`config.mk`:
```
export PLATFORM = sky130hd
export DESIGN_NAME = module_disp_mux_n
export DESIGN_NICKNAME = d
export VERILOG_FILES = /design/src/rtl/module_disp_mux_n.sv
export SDC_FILE = /design/constraint.sdc
export NUM_CORES = 1
export LEC_CHECK = 0
export CAP_MARGIN = 20
export CELL_PAD_IN_SITES_DETAIL_PLACEMENT = 0
export CELL_PAD_IN_SITES_GLOBAL_PLACEMENT = 1
export CORE_MARGIN = 2
export CORE_UTILIZATION = 48
export CTS_BUF_LIST = sky130_fd_sc_hd__clkbuf_2
export CTS_CLUSTER_DIAMETER = 60
export DETAILED_ROUTE_END_ITERATION = 10
export GPL_TIMING_DRIVEN = 0
export PLACE_DENSITY = 0.82
export SYNTH_ARGS = -nofsm -noshare
export SYNTH_HDL_FRONTEND = slang
export SYNTH_SLANG_ARGS = --single-unit
```
`constraint.sdc`:
```
create_clock -name clk -period 3.9 [get_ports clk]
set_input_delay 0.39 -clock clk [delete_from_list [all_inputs] [get_ports clk]]
set_output_delay 0.39 -clock clk [all_outputs]
set_load 0.01 [all_outputs]
```
`src/rtl/module_disp_mux_n.sv`:
```
// module_disp_mux_n: N-digit multiplexed seven-segment driver with hex decode, PWM dimming and
// frame-synchronous (tear-free) data update. Define DISP_LZB_EN for leading-zero blanking.

module disp_mux_digit (
    input  logic [3:0] nib,
    input  logic       dp_en,
    input  logic       dark,
    output logic [6:0] seg_on,
    output logic       dp_on,
    output logic       vis
);
    logic [6:0] pat_n;

    // table is {a..g} with 0 = segment on
    always_comb begin
        pat_n = 7'b1111111;
        case (nib)
            4'h0: pat_n = 7'b0000001;
            4'h1: pat_n = 7'b1001111;
            4'h2: pat_n = 7'b0010010;
            4'h3: pat_n = 7'b0000110;
            4'h4: pat_n = 7'b1001100;
            4'h5: pat_n = 7'b0100100;
            4'h6: pat_n = 7'b0100000;
            4'h7: pat_n = 7'b0001111;
            4'h8: pat_n = 7'b0000000;
            4'h9: pat_n = 7'b0000100;
            4'hA: pat_n = 7'b0001000;
            4'hB: pat_n = 7'b1100000;
            4'hC: pat_n = 7'b0110001;
            4'hD: pat_n = 7'b1000010;
            4'hE: pat_n = 7'b0110000;
            4'hF: pat_n = 7'b0111000;
            default: pat_n = 7'b1111111;
        endcase
    end

    assign seg_on = ~pat_n;
    assign vis    = ~dark;
    assign dp_on  = dp_en & ~dark;
endmodule

module module_disp_mux_n #(
    parameter int NUM_DIGITS = 4,
    parameter int DIVIDER    = 100000,
    parameter int BRIGHT_W   = 3,
    parameter bit ACTIVE_LOW = 1'b1
) (
    input  logic                    clk,
    input  logic                    rst,
    input  logic [4*NUM_DIGITS-1:0] data,
    input  logic [NUM_DIGITS-1:0]   dp,
    input  logic [NUM_DIGITS-1:0]   blank,
    input  logic [BRIGHT_W-1:0]     brightness,
    input  logic                    load,
    output logic [6:0]              seg,
    output logic                    dp_out,
    output logic [NUM_DIGITS-1:0]   an,
    output logic                    frame_done
);
    localparam int SEL_W = (NUM_DIGITS > 1) ? $clog2(NUM_DIGITS) : 1;
    localparam int PRE_W = (DIVIDER > 1) ? $clog2(DIVIDER) : 1;
    localparam logic [SEL_W-1:0] SEL_LAST = SEL_W'(NUM_DIGITS - 1);
    localparam logic [PRE_W-1:0] PRE_LAST = PRE_W'(DIVIDER - 1);
    localparam logic [6:0]            SEG_POL = {7{ACTIVE_LOW}};
    localparam logic [NUM_DIGITS-1:0] AN_POL  = {NUM_DIGITS{ACTIVE_LOW}};

    typedef struct packed {
        logic [NUM_DIGITS-1:0][3:0] data;
        logic [NUM_DIGITS-1:0]      dp;
        logic [NUM_DIGITS-1:0]      blank;
        logic [BRIGHT_W-1:0]        bright;
    } disp_set_t;

    logic [PRE_W-1:0]    pre_q, pre_d;
    logic [BRIGHT_W-1:0] pwm_q, pwm_d;
    logic [SEL_W-1:0]    sel_q, sel_d;
    disp_set_t           pend_q, act_q, act_d, in_set;
    logic                tick, slot_end, frame_end;

    assign in_set.data   = data;
    assign in_set.dp     = dp;
    assign in_set.blank  = blank;
    assign in_set.bright = brightness;

    assign tick      = (pre_q == PRE_LAST);
    assign slot_end  = tick && (pwm_q == '1);
    assign frame_end = slot_end && (sel_q == SEL_LAST);

    // a load landing on the boundary tick bypasses the pending set
    always_comb begin
        pre_d = tick ? '0 : pre_q + 1'b1;
        pwm_d = tick ? pwm_q + 1'b1 : pwm_q;
        sel_d = sel_q;
        if (slot_end)
            sel_d = (sel_q == SEL_LAST) ? '0 : sel_q + 1'b1;
        act_d = act_q;
        if (frame_end)
            act_d = load ? in_set : pend_q;
    end

    always_ff @(posedge clk or posedge rst) begin
        if (rst) begin
            pre_q  <= '0;
            pwm_q  <= '0;
            sel_q  <= '0;
            pend_q <= '0;
            act_q  <= '0;
        end else begin
            pre_q <= pre_d;
            pwm_q <= pwm_d;
            sel_q <= sel_d;
            act_q <= act_d;
            if (load)
                pend_q <= in_set;
        end
    end

    logic [NUM_DIGITS-1:0] lz_dark;
`ifdef DISP_LZB_EN
    logic zero_run;
    // digit i is a leading zero when it and every digit above it are zero; digit 0 always shows
    always_comb begin
        lz_dark  = '0;
        zero_run = 1'b1;
        for (int i = NUM_DIGITS - 1; i >= 1; i--) begin
            zero_run   = zero_run && (act_d.data[i] == 4'h0);
            lz_dark[i] = zero_run;
        end
    end
`else
    assign lz_dark = '0;
`endif

    logic [NUM_DIGITS-1:0][6:0] dig_seg;
    logic [NUM_DIGITS-1:0]      dig_dp, dig_vis;

    for (genvar g = 0; g < NUM_DIGITS; g++) begin : g_dig
        disp_mux_digit u_dig (
            .nib    (act_d.data[g]),
            .dp_en  (act_d.dp[g]),
            .dark   (act_d.blank[g] | lz_dark[g]),
            .seg_on (dig_seg[g]),
            .dp_on  (dig_dp[g]),
            .vis    (dig_vis[g])
        );
    end

    // outputs are registered from next state so frame_done aligns with digit 0 of the new set
    logic                  lit;
    logic [6:0]            seg_ah;
    logic                  dp_ah;
    logic [NUM_DIGITS-1:0] an_ah;

    always_comb begin
        lit    = dig_vis[sel_d] && (pwm_d <= act_d.bright);
        seg_ah = lit ? dig_seg[sel_d] : 7'b0;
        dp_ah  = lit & dig_dp[sel_d];
        an_ah  = '0;
        if (lit)
            an_ah[sel_d] = 1'b1;
    end

    always_ff @(posedge clk or posedge rst) begin
        if (rst) begin
            seg        <= SEG_POL;
            dp_out     <= ACTIVE_LOW;
            an         <= AN_POL;
            frame_done <= 1'b0;
        end else begin
            seg        <= seg_ah ^ SEG_POL;
            dp_out     <= dp_ah ^ ACTIVE_LOW;
            an         <= an_ah ^ AN_POL;
            frame_done <= frame_end;
        end
    end
endmodule

```
== Yosys cells after proc, flatten, opt, wreduce, memory -nomap -nowiden ==
Memories as Yosys holds them, arrays and structs flattened.
Index checks and enable logic that the tools add are counted.
Widths: inputs -> output; s select.
Word-level totals
  bits of input ports: 30
  memories: 4
  output and inout port bits: 13
  flip-flop bits (word level): 89
  word-level logic and storage cells: 70
  ROM bits: 448
Cells by class
  reductions and logical operators: 4
  bitwise operators: 16
  order comparisons: 3
  equality and inequality tests: 3
  $add $sub $neg: 3
  multiplexer cells: 16
Memory list
  (name not given): depth 16, bits a word 7, read ports 1, clocked after Yosys merged registers in 0, write ports 0, RTL line 17  | case (nib)
  (name not given): depth 16, bits a word 7, read ports 1, clocked after Yosys merged registers in 0, write ports 0, RTL line 17
  (name not given): depth 16, bits a word 7, read ports 1, clocked after Yosys merged registers in 0, write ports 0, RTL line 17
  (name not given): depth 16, bits a word 7, read ports 1, clocked after Yosys merged registers in 0, write ports 0, RTL line 17
Operators by type and width (number)
  $mux 27: 2
  $not 7->7: 5
  $add 17x1->17 const B: 1
  $eq 17x17->1 const B: 1
  $mux 17: 1
  $bmux 7 s2: 1
  $mux 7: 2
  $and 1x1->1: 5
  $not 1->1: 5
  $bmux 1 s2: 2
  $logic_and 1x1->1: 4
  $mux 2: 2
  $mux 4: 1
  $not 4->4: 1
  $add 3x1->3 const B: 1
  $eq 3x3->1 const B: 1
  $le 3x3->1: 1
  $lt 2x3->1 const B: 1
  $mux 1: 3
  $mux 3: 1
  $add 2x1->2 const B: 1
  $demux 1 s2: 1
  $eq 2x2->1 const B: 1
  $ge 2x1->1 const B: 1

== Logic depth before layout (Yosys ltp) ==
Gate-level depths: netlist of the first run.
  depth in word-level cells: 10
  mapped depth: 18
  gate-level depth less buffers: 15

== Cells and area by module ==
Synthesis of the first run repeated with hierarchy kept, for this count alone.
Second synthesis, totals
  cells, all modules: 483
  area total of the unflattened synthesis: 5597.9 sq um
By module, submodules not included
  module_disp_mux_n: instances 1, sequential area each 2242.2 sq um, area each 4389.2 sq um, cells each 343
  disp_mux_digit (g_dig[0].u_dig ...): instances 3, sequential area each 0.0 sq um, area each 299.0 sq um, cells each 35
  disp_mux_digit (g_dig[3].u_dig): instances 1, sequential area each 0.0 sq um, area each 311.5 sq um, cells each 35

== Least setup slack after synthesis of the first run ==
OpenSTA, ideal clock, no wires.
  kind: reg-to-reg
  start point: register pre_q[0]
  end point: register seg[5]
  clock period less this slack: 3.075 ns
  slack: 0.825 ns
  cell stages (with the launch flop): 18
  library setup time: 0.096 ns
  arrival time: 2.979 ns
  data required time: 3.804 ns
  buffers on the path: 4
  cells stage by stage: dfrtp_1 > ha_1 > and4_1 > and4_2 > buf_6 > nand2_2 > inv_2 > buf_6 > buf_4 > mux2i_1 > ha_1 > a21o_1 > a21oi_1 > a31oi_1 > a21oi_1 > o211a_1 > buf_4 > o2111ai_1
On the way
  longest elaborated chain between the ends: 10
  elaborated cells between the ends (all ways): 26
  those cells by class: order compare: 1; eq/ne: 1; mux: 8; bitwise: 9; reduce/logical: 3; memory: 4
Ends and longest elaborated chain
  start, declared: RTL line 75  | logic [PRE_W-1:0] pre_q, pre_d;
  start signal, assigned: RTL line 110  | pre_q <= pre_d;
  $eq 17x17->1 (*): RTL line 86  | assign tick = (pre_q == PRE_LAST);
  $logic_and 1x1->1 (*): RTL line 87  | assign slot_end = tick && (pwm_q == '1);
  $logic_and 1x1->1 (*): RTL line 88  | assign frame_end = slot_end && (sel_q == SEL_LAST);
  net frame_end: RTL line 79  | logic tick, slot_end, frame_end;
  $mux 27 (*): RTL line 98  | if (frame_end)
  $mem_v2 16x7 / $not 1->1 (equally long branches)
  $not 7->7 / $bmux 1 s2 (equally long branches): RTL line 38, 156
  $bmux 7 s2 / $mux 1 (equally long branches): RTL line 157, 156
  $mux 7 (implied by the code) / $logic_and 1x1->1 (equally long branches): RTL line 157, 156
  $mux 7 (*): RTL line 157  | seg_ah = lit ? dig_seg[sel_d] : 7'b0;
  $not 7->7 (no source line) (*)
  end signal, assigned: RTL line 171  | seg <= seg_ah ^ SEG_POL;
  end, declared: RTL line 56  | output logic [6:0] seg,
The timed path passes the listed nets; every way through them passes the cells marked *. The select of a mux whose other input is x is not followed.

== Final worst setup path of the first run ==
Ends and elaborated chain as after synthesis.

==> reports/results.ini, run 1 <==
[outcome]
outcome=finished, final reports clean

[logic_synthesis]
netlist_area_um2=5060
ys_ff_latch=89
synth_common_cells=77 x dfrtp_1, 55 x nand2_1, 31 x ha_1
synth_nets=554
yosysMostFrequentCell=dfrtp_1
synth_adder_area_share=0.0767
synth_top_family_by_area=simple AND/OR/NAND/NOR gates
ys.flop_type=dfrtp_1
synth_compound_area_frac=0.122
yosys_warnings=0
synth_xor_xnor_area_share=0.0381
postSynthAreaPerCell_um2=10.3
yosysSeqAreaShare=0.443
synth.largest_area_cell=dfrtp_1
synthCells=493
yosysTopAreaCellShare=0.381
yosys.area_share.simple=0.149
synth.top_cells.by_area=dfrtp_1 38%, ha_1 7.7%, dfstp_2 6.2%, mux2_2 6.0%, mux2i_1 5.5%
ys_types=65
synthMuxAreaShare=0.118
postSynth.asyncResetShare=1.00
synth-edff-count=0

[route]
drt_iter0_drc=223
drt_wl_total_mm=11.8
antenna_left=0
wirelength_met1_mm=5.80
top_layer_used=met4
vias=3799
routedWlPerCell_um=17.1
avgViaCountPerCell=5.52
wl_met3_um=326
drt_pass1_iterations=4
wl_met2_mm=5.45
drc=0

[sta]
setup_viol=0
fin_crit_sh=0.935
fin_skew_ns=0.0180
drv_slew=0
max_freq_mhz=274
min_period_ns=3.65
rsz0062_at_grt=no
slew_headroom=0.492
worst_pin_slew_ns=0.757
fin_setup_tns_ns=0
whs_ns=0.109
finalHoldViolations=0

[power]
powerDensity_nw_per_um2=282
finalPower_mw=1.64
p_leak_nw=2.71
ir_drop_v=0.000161

[clock_network]
clock_sink_count=89
clk_pin_slew_ns=0.24
ctsResizeCount=0
cts-buffers-inserted=9
cts-root-buf=clkbuf_2
cts_max_level=3
tritoncts=built
cts_setup_buffers=0
cts_hold_buf=0
clkLatencyLatePin_ns=0.57
clockBufferDepth=2

[critical_path]
crit_arrival_ns=4.16
cp-start-kind=flop
crit_slowest_cell=dfrtp_1
crit_top_cell=buf_6
crit_path_max_fanout=10
cp_slowest_stage_delay_ns=0.45
path_delay_family=buffers and inverters
worstPathCellList=ha_1 -> and4_1 -> and4_2 -> buf_6 -> nand2_2 -> inv_2 -> buf_6 -> buf_6 -> mux2i_2 -> ha_1 -> a21o_1 -> a21oi_1 -> a31oi_1 -> a21oi_1 -> o211a_1 -> buf_4 -> o2111ai_1
cp_num_buf_inv=5
crit_type=flop to flop
required_ns=4.41
cp-end-kind=flop

[global_route]
grt_pass1_wl_mm=19.4
antenna_found_initial=0
grt_overflow=0
grtUsageTotal=0.220
grt_max_degree=67
grt_pass1_vias=3809

[floorplan]
placementRows=37
core_area_um2=10300
dieArea_um2=11400
initial_core_util=0.492
chipWidth_um=107
die_y_um=107
ios=43

[run]
maxCapViolations=0

[placement]
port-buffer-count=41
post_dp_cell_area_um2=5680
gp_congestion=0.918
hpwl_mm=8.38

[cells_and_area]
design_area_um2=5820
antenna_cells=0
fillers=928
drive_above_1_share=0.176
syn2layout_area_growth_pct=15.1
fin_nets=608
postLayoutCoreUtil=0.566

[hold_path]
min-delay-path-class=input port to asynchronous set/reset pin

[placed cells by master (no fill, tap or decap), types with 4 or more instances in the layout]
master            n
o31ai_1           4
o21ai_0          26
nand2_1          55
buf_2             5
dfrtp_1          77
o22ai_1           6
xor2_1           10
a21oi_1          20
ha_1             31
mux2_2           27
nor2_1           22
a22oi_1           7
mux2i_1          26
nor3_1           13
inv_1            29
dfstp_2          12
nand4_1          10
and3_1            4
clkbuf_2         10
buf_6             6
clkdlybuf4s50_1  41
nand3_1          19
clkbuf_1          4
xnor2_1          12
[stage by stage]
stage / std cells / setup WS (ns)
3_3_place_gp: 670 / -0.124
5_1_grt: 688 / 0.0131
2_1_floorplan: 493 / 0.825
6_report: 688 / 0.255
3_5_place_dp: 672 / 0.0981
4_1_cts: 688 / 0.0552
[report_power, final]
group	total, mW	switching [mW]	internal [mW]
registers	0.964	0.00930	0.955
clock network	0.521	0.316	0.205
logic	0.157	0.0839	0.0726
[metal layers]
layer | track usage | vias to the layer above
li1 | - | 1847
met3 | 0.0255 | 15
met5 | 0 | -
met2 | 0.349 | 74
met1 | 0.310 | 1863
met4 | 0.0816 | 0
[final timing paths]
path                            cells past startpoint         end  startpoint  slack [ns]
worst min-delay path                                2  pend_q[21]         rst        0.11
min in group clk                                    2   pend_q[6]        load        0.32
worst max register to register                     17      seg[5]    pre_q[0]        0.25
worst min register to register                      2    act_q[3]    act_q[3]        0.52
worst max-delay path                               17      seg[5]    pre_q[0]        0.25
max in group asynchronous                           3      seg[6]         rst        3.12
[worst register-to-register path: stages, from the launching register on]
cell and delay (ns):
dfrtp_1 0.45, ha_1 0.22, and4_1 0.28, and4_2 0.25
buf_6 0.14, nand2_2 0.07, inv_2 0.18, buf_6 0.23
buf_6 0.20, mux2i_2 0.25, ha_1 0.27, a21o_1 0.16
a21oi_1 0.15, a31oi_1 0.07, a21oi_1 0.12, o211a_1 0.23
buf_4 0.20, o2111ai_1 0.13
[state kept, by name, indices dropped and copies added (netlist names), 2 cells and up]
name    cells
act_q      27
pend_q     27
pre_q      17
seg         7
an          4
pwm_q       3
sel_q       2
[kinds of logic (layout without fill, tap and decap cells)]
logic type / after synthesis / after routing
simple gates: 150 / 150
buf+inv: 52 / 111
xor+xnor: 22 / 22
flops: 89 / 89
mux: 56 / 56
fa+ha+maj: 31 / 31
compound gates: 93 / 93
[layout make-up]
type | count | area [um2] | share of cell area
plain buffers | 17 | 130 | 0.0224
clock inverters | 7 | 85.1 | 0.0146
repair buffers | 43 | 443 | 0.0761
well taps | 136 | 170 | 0.0292
multi-input cells | 352 | 2560 | 0.440
clock buffers | 9 | 45.0 | 0.00774
flip-flops and latches | 89 | 2240 | 0.385
inverters | 35 | 143 | 0.0245
Power figures use the tool's default switching activity.
==> inputs of run 2 (changes only) <==
--- a/config.mk
+++ b/config.mk
@@ -5,7 +5,7 @@
 export SDC_FILE = /design/constraint.sdc
 export NUM_CORES = 1
 export LEC_CHECK = 0
-export CAP_MARGIN = 20
+export CAP_MARGIN = 40
 export CELL_PAD_IN_SITES_DETAIL_PLACEMENT = 0
 export CELL_PAD_IN_SITES_GLOBAL_PLACEMENT = 1
 export CORE_MARGIN = 2
==> reports/results.ini, run 2 (synthesis gave the netlist of run 1 again) <==
[outcome]
outcome=finished, final reports clean

[route]
drc=0  ; unchanged
wl_met2_mm=5.35  ; -1.7%
antenna_left=0  ; unchanged
drt_wl_total_mm=11.7  ; -0.51%
vias=3841  ; +1.1%
top_layer_used=met4
wl_met3_um=537  ; +65%
routedWlPerCell_um=17.0  ; -0.65%
wirelength_met1_mm=5.61  ; -3.3%
drt_iter0_drc=183  ; -18%
avgViaCountPerCell=5.57  ; +0.96%
drt_pass1_iterations=5  ; +1

[hold_path]
min-delay-path-class=input port to asynchronous set/reset pin

[placement]
dpl_worst_slack_ns=0.0938  ; -0.00430 ns
hpwl_mm=8.38  ; about the same
port-buffer-count=41  ; unchanged
gp_congestion=0.918  ; unchanged
dp.cells=672  ; unchanged

[power]
p_leak_nw=2.70  ; -0.41%
powerDensity_nw_per_um2=273  ; -3.2%
finalPower_mw=1.58  ; -3.5%
ir_drop_v=0.000125  ; -23%

[global_route]
grtUsageTotal=0.218  ; -0.00139
grt_pass1_wl_mm=19.3  ; -0.61%
grt_overflow=0  ; unchanged
grt_pass1_vias=3747  ; -1.6%
antenna_found_initial=1  ; +1
grt_max_degree=67  ; unchanged

[floorplan]
core_area_um2=10300  ; unchanged
chipWidth_um=107  ; unchanged
die_y_um=107  ; unchanged
initial_core_util=0.492  ; unchanged
ios=43  ; unchanged
placementRows=37  ; unchanged
dieArea_um2=11400  ; unchanged

[sta]
slew_headroom=0.473  ; -0.0188
setup_viol=0  ; unchanged
fin_skew_ns=0.0246  ; +0.00661 ns
worst_pin_slew_ns=0.785  ; +0.0280 ns
min_period_ns=3.63  ; -0.0200 ns
fin_crit_sh=0.929  ; -0.00514
drv_slew=0  ; unchanged
setup_ws_ns=0.275  ; +0.0200 ns
fin_setup_tns_ns=0  ; unchanged
finalHoldViolations=0  ; unchanged
rsz0062_at_grt=no
max_freq_mhz=276  ; +0.55%

[critical_path]
path_delay_family=buffers and inverters
cp_num_buf_inv=5  ; unchanged
crit_slowest_cell=dfrtp_1
crit_type=flop to flop
crit_arrival_ns=4.13  ; -0.03 ns
cp-end-kind=flop
crit_top_cell=buf_6
cp-start-kind=flop
cp_slowest_stage_delay_ns=0.44  ; about the same
required_ns=4.41  ; about the same
crit_path_max_fanout=10  ; unchanged
worstPathCellList=ha_1 -> and4_1 -> and4_2 -> buf_6 -> nand2_2 -> inv_4 -> buf_6 -> buf_6 -> mux2i_1 -> ha_1 -> a21o_1 -> a21oi_1 -> a31oi_1 -> a21oi_1 -> o211a_1 -> buf_4 -> o2111ai_1

[cells_and_area]
syn2layout_area_growth_pct=14.7
layout_common_cells=77 x dfrtp_1, 55 x nand2_1, 41 x clkdlybuf4s50_1
fillers=950  ; +2.4%
largestRegisters=act_q: 27 flops, pend_q: 27 flops, pre_q: 17 flops
postLayoutCoreUtil=0.565  ; -0.00195
mostFrequentLayoutCell=dfrtp_1
drive_above_1_share=0.174  ; -0.00181
final_cells=689  ; +0.15%
fin_nets=608  ; unchanged

[clock_network]
clock_sink_count=89  ; unchanged
cts-buffers-inserted=9  ; unchanged
cts_max_level=3  ; unchanged
clkLatencyLatePin_ns=0.57  ; about the same
ctsResizeCount=0  ; unchanged
cts-root-buf=clkbuf_2
cts_hold_buf=0  ; unchanged
cts_setup_buffers=0  ; unchanged
clk_pin_slew_ns=0.24  ; about the same
tritoncts=built
clockBufferDepth=2  ; unchanged

[run]
maxCapViolations=0  ; unchanged

## run 2: report_power, final
part | leakage, nW | internal [mW] | switching [mW]
logic | 1.52 | 0.0726 | 0.0833
registers | 1.11 | 0.955 | 0.00930
clock network | 0.0670 | 0.146 | 0.318
## run 2: layout make-up
type,instances,area [um2],area share
Antenna cell,1,2.50,0.000431
Buffer,17,130,0.0224
Clock buffer,10,50.0,0.00863
Clock inverter,6,58.8,0.0101
Inverter,35,145,0.0250
Multi-Input combinational cell,352,2560,0.441
Sequential cell,89,2240,0.386
Tap cell,136,170,0.0293
Timing Repair Buffer,43,443,0.0763
## run 2: worst reg2reg max path: stages (launching register included)
cell and delay (ns):
dfrtp_1 0.44, ha_1 0.21, and4_1 0.28, and4_2 0.25
buf_6 0.14, nand2_2 0.09, inv_4 0.13, buf_6 0.21
buf_6 0.20, mux2i_1 0.26, ha_1 0.28, a21o_1 0.16
a21oi_1 0.14, a31oi_1 0.07, a21oi_1 0.12, o211a_1 0.24
buf_4 0.21, o2111ai_1 0.14
## run 2: path summary, 6_finish.rpt
path	start	end	slack (ns)	depth (start not counted)
min in group clk	load	pend_q[5]	0.30	2
max in group asynchronous	rst	seg[6]	3.10	3
min	rst	pend_q[21]	0.11	2
min reg2reg	pre_q[0]	pre_q[0]	0.51	1
max reg2reg	pre_q[0]	seg[5]	0.27	17
max	pre_q[0]	seg[5]	0.27	17
## run 2: metal layers
| layer | vias up | track usage |
|---|---|---|
| met1 | 1886 | 0.310 |
| li1 | 1839 | - |
| met2 | 101 | 0.340 |
| met3 | 15 | 0.0286 |
| met4 | 0 | 0.0844 |
| met5 | - | 0 |
## run 2: through the flow
step,instance area (um2),hold WS [ns]
5_1_grt,5800,0.0891
3_3_place_gp,5640,0.460
4_1_cts,5780,0.0869
2_1_floorplan,5060,0.441
3_5_place_dp,5680,0.467
6_report,5800,0.105
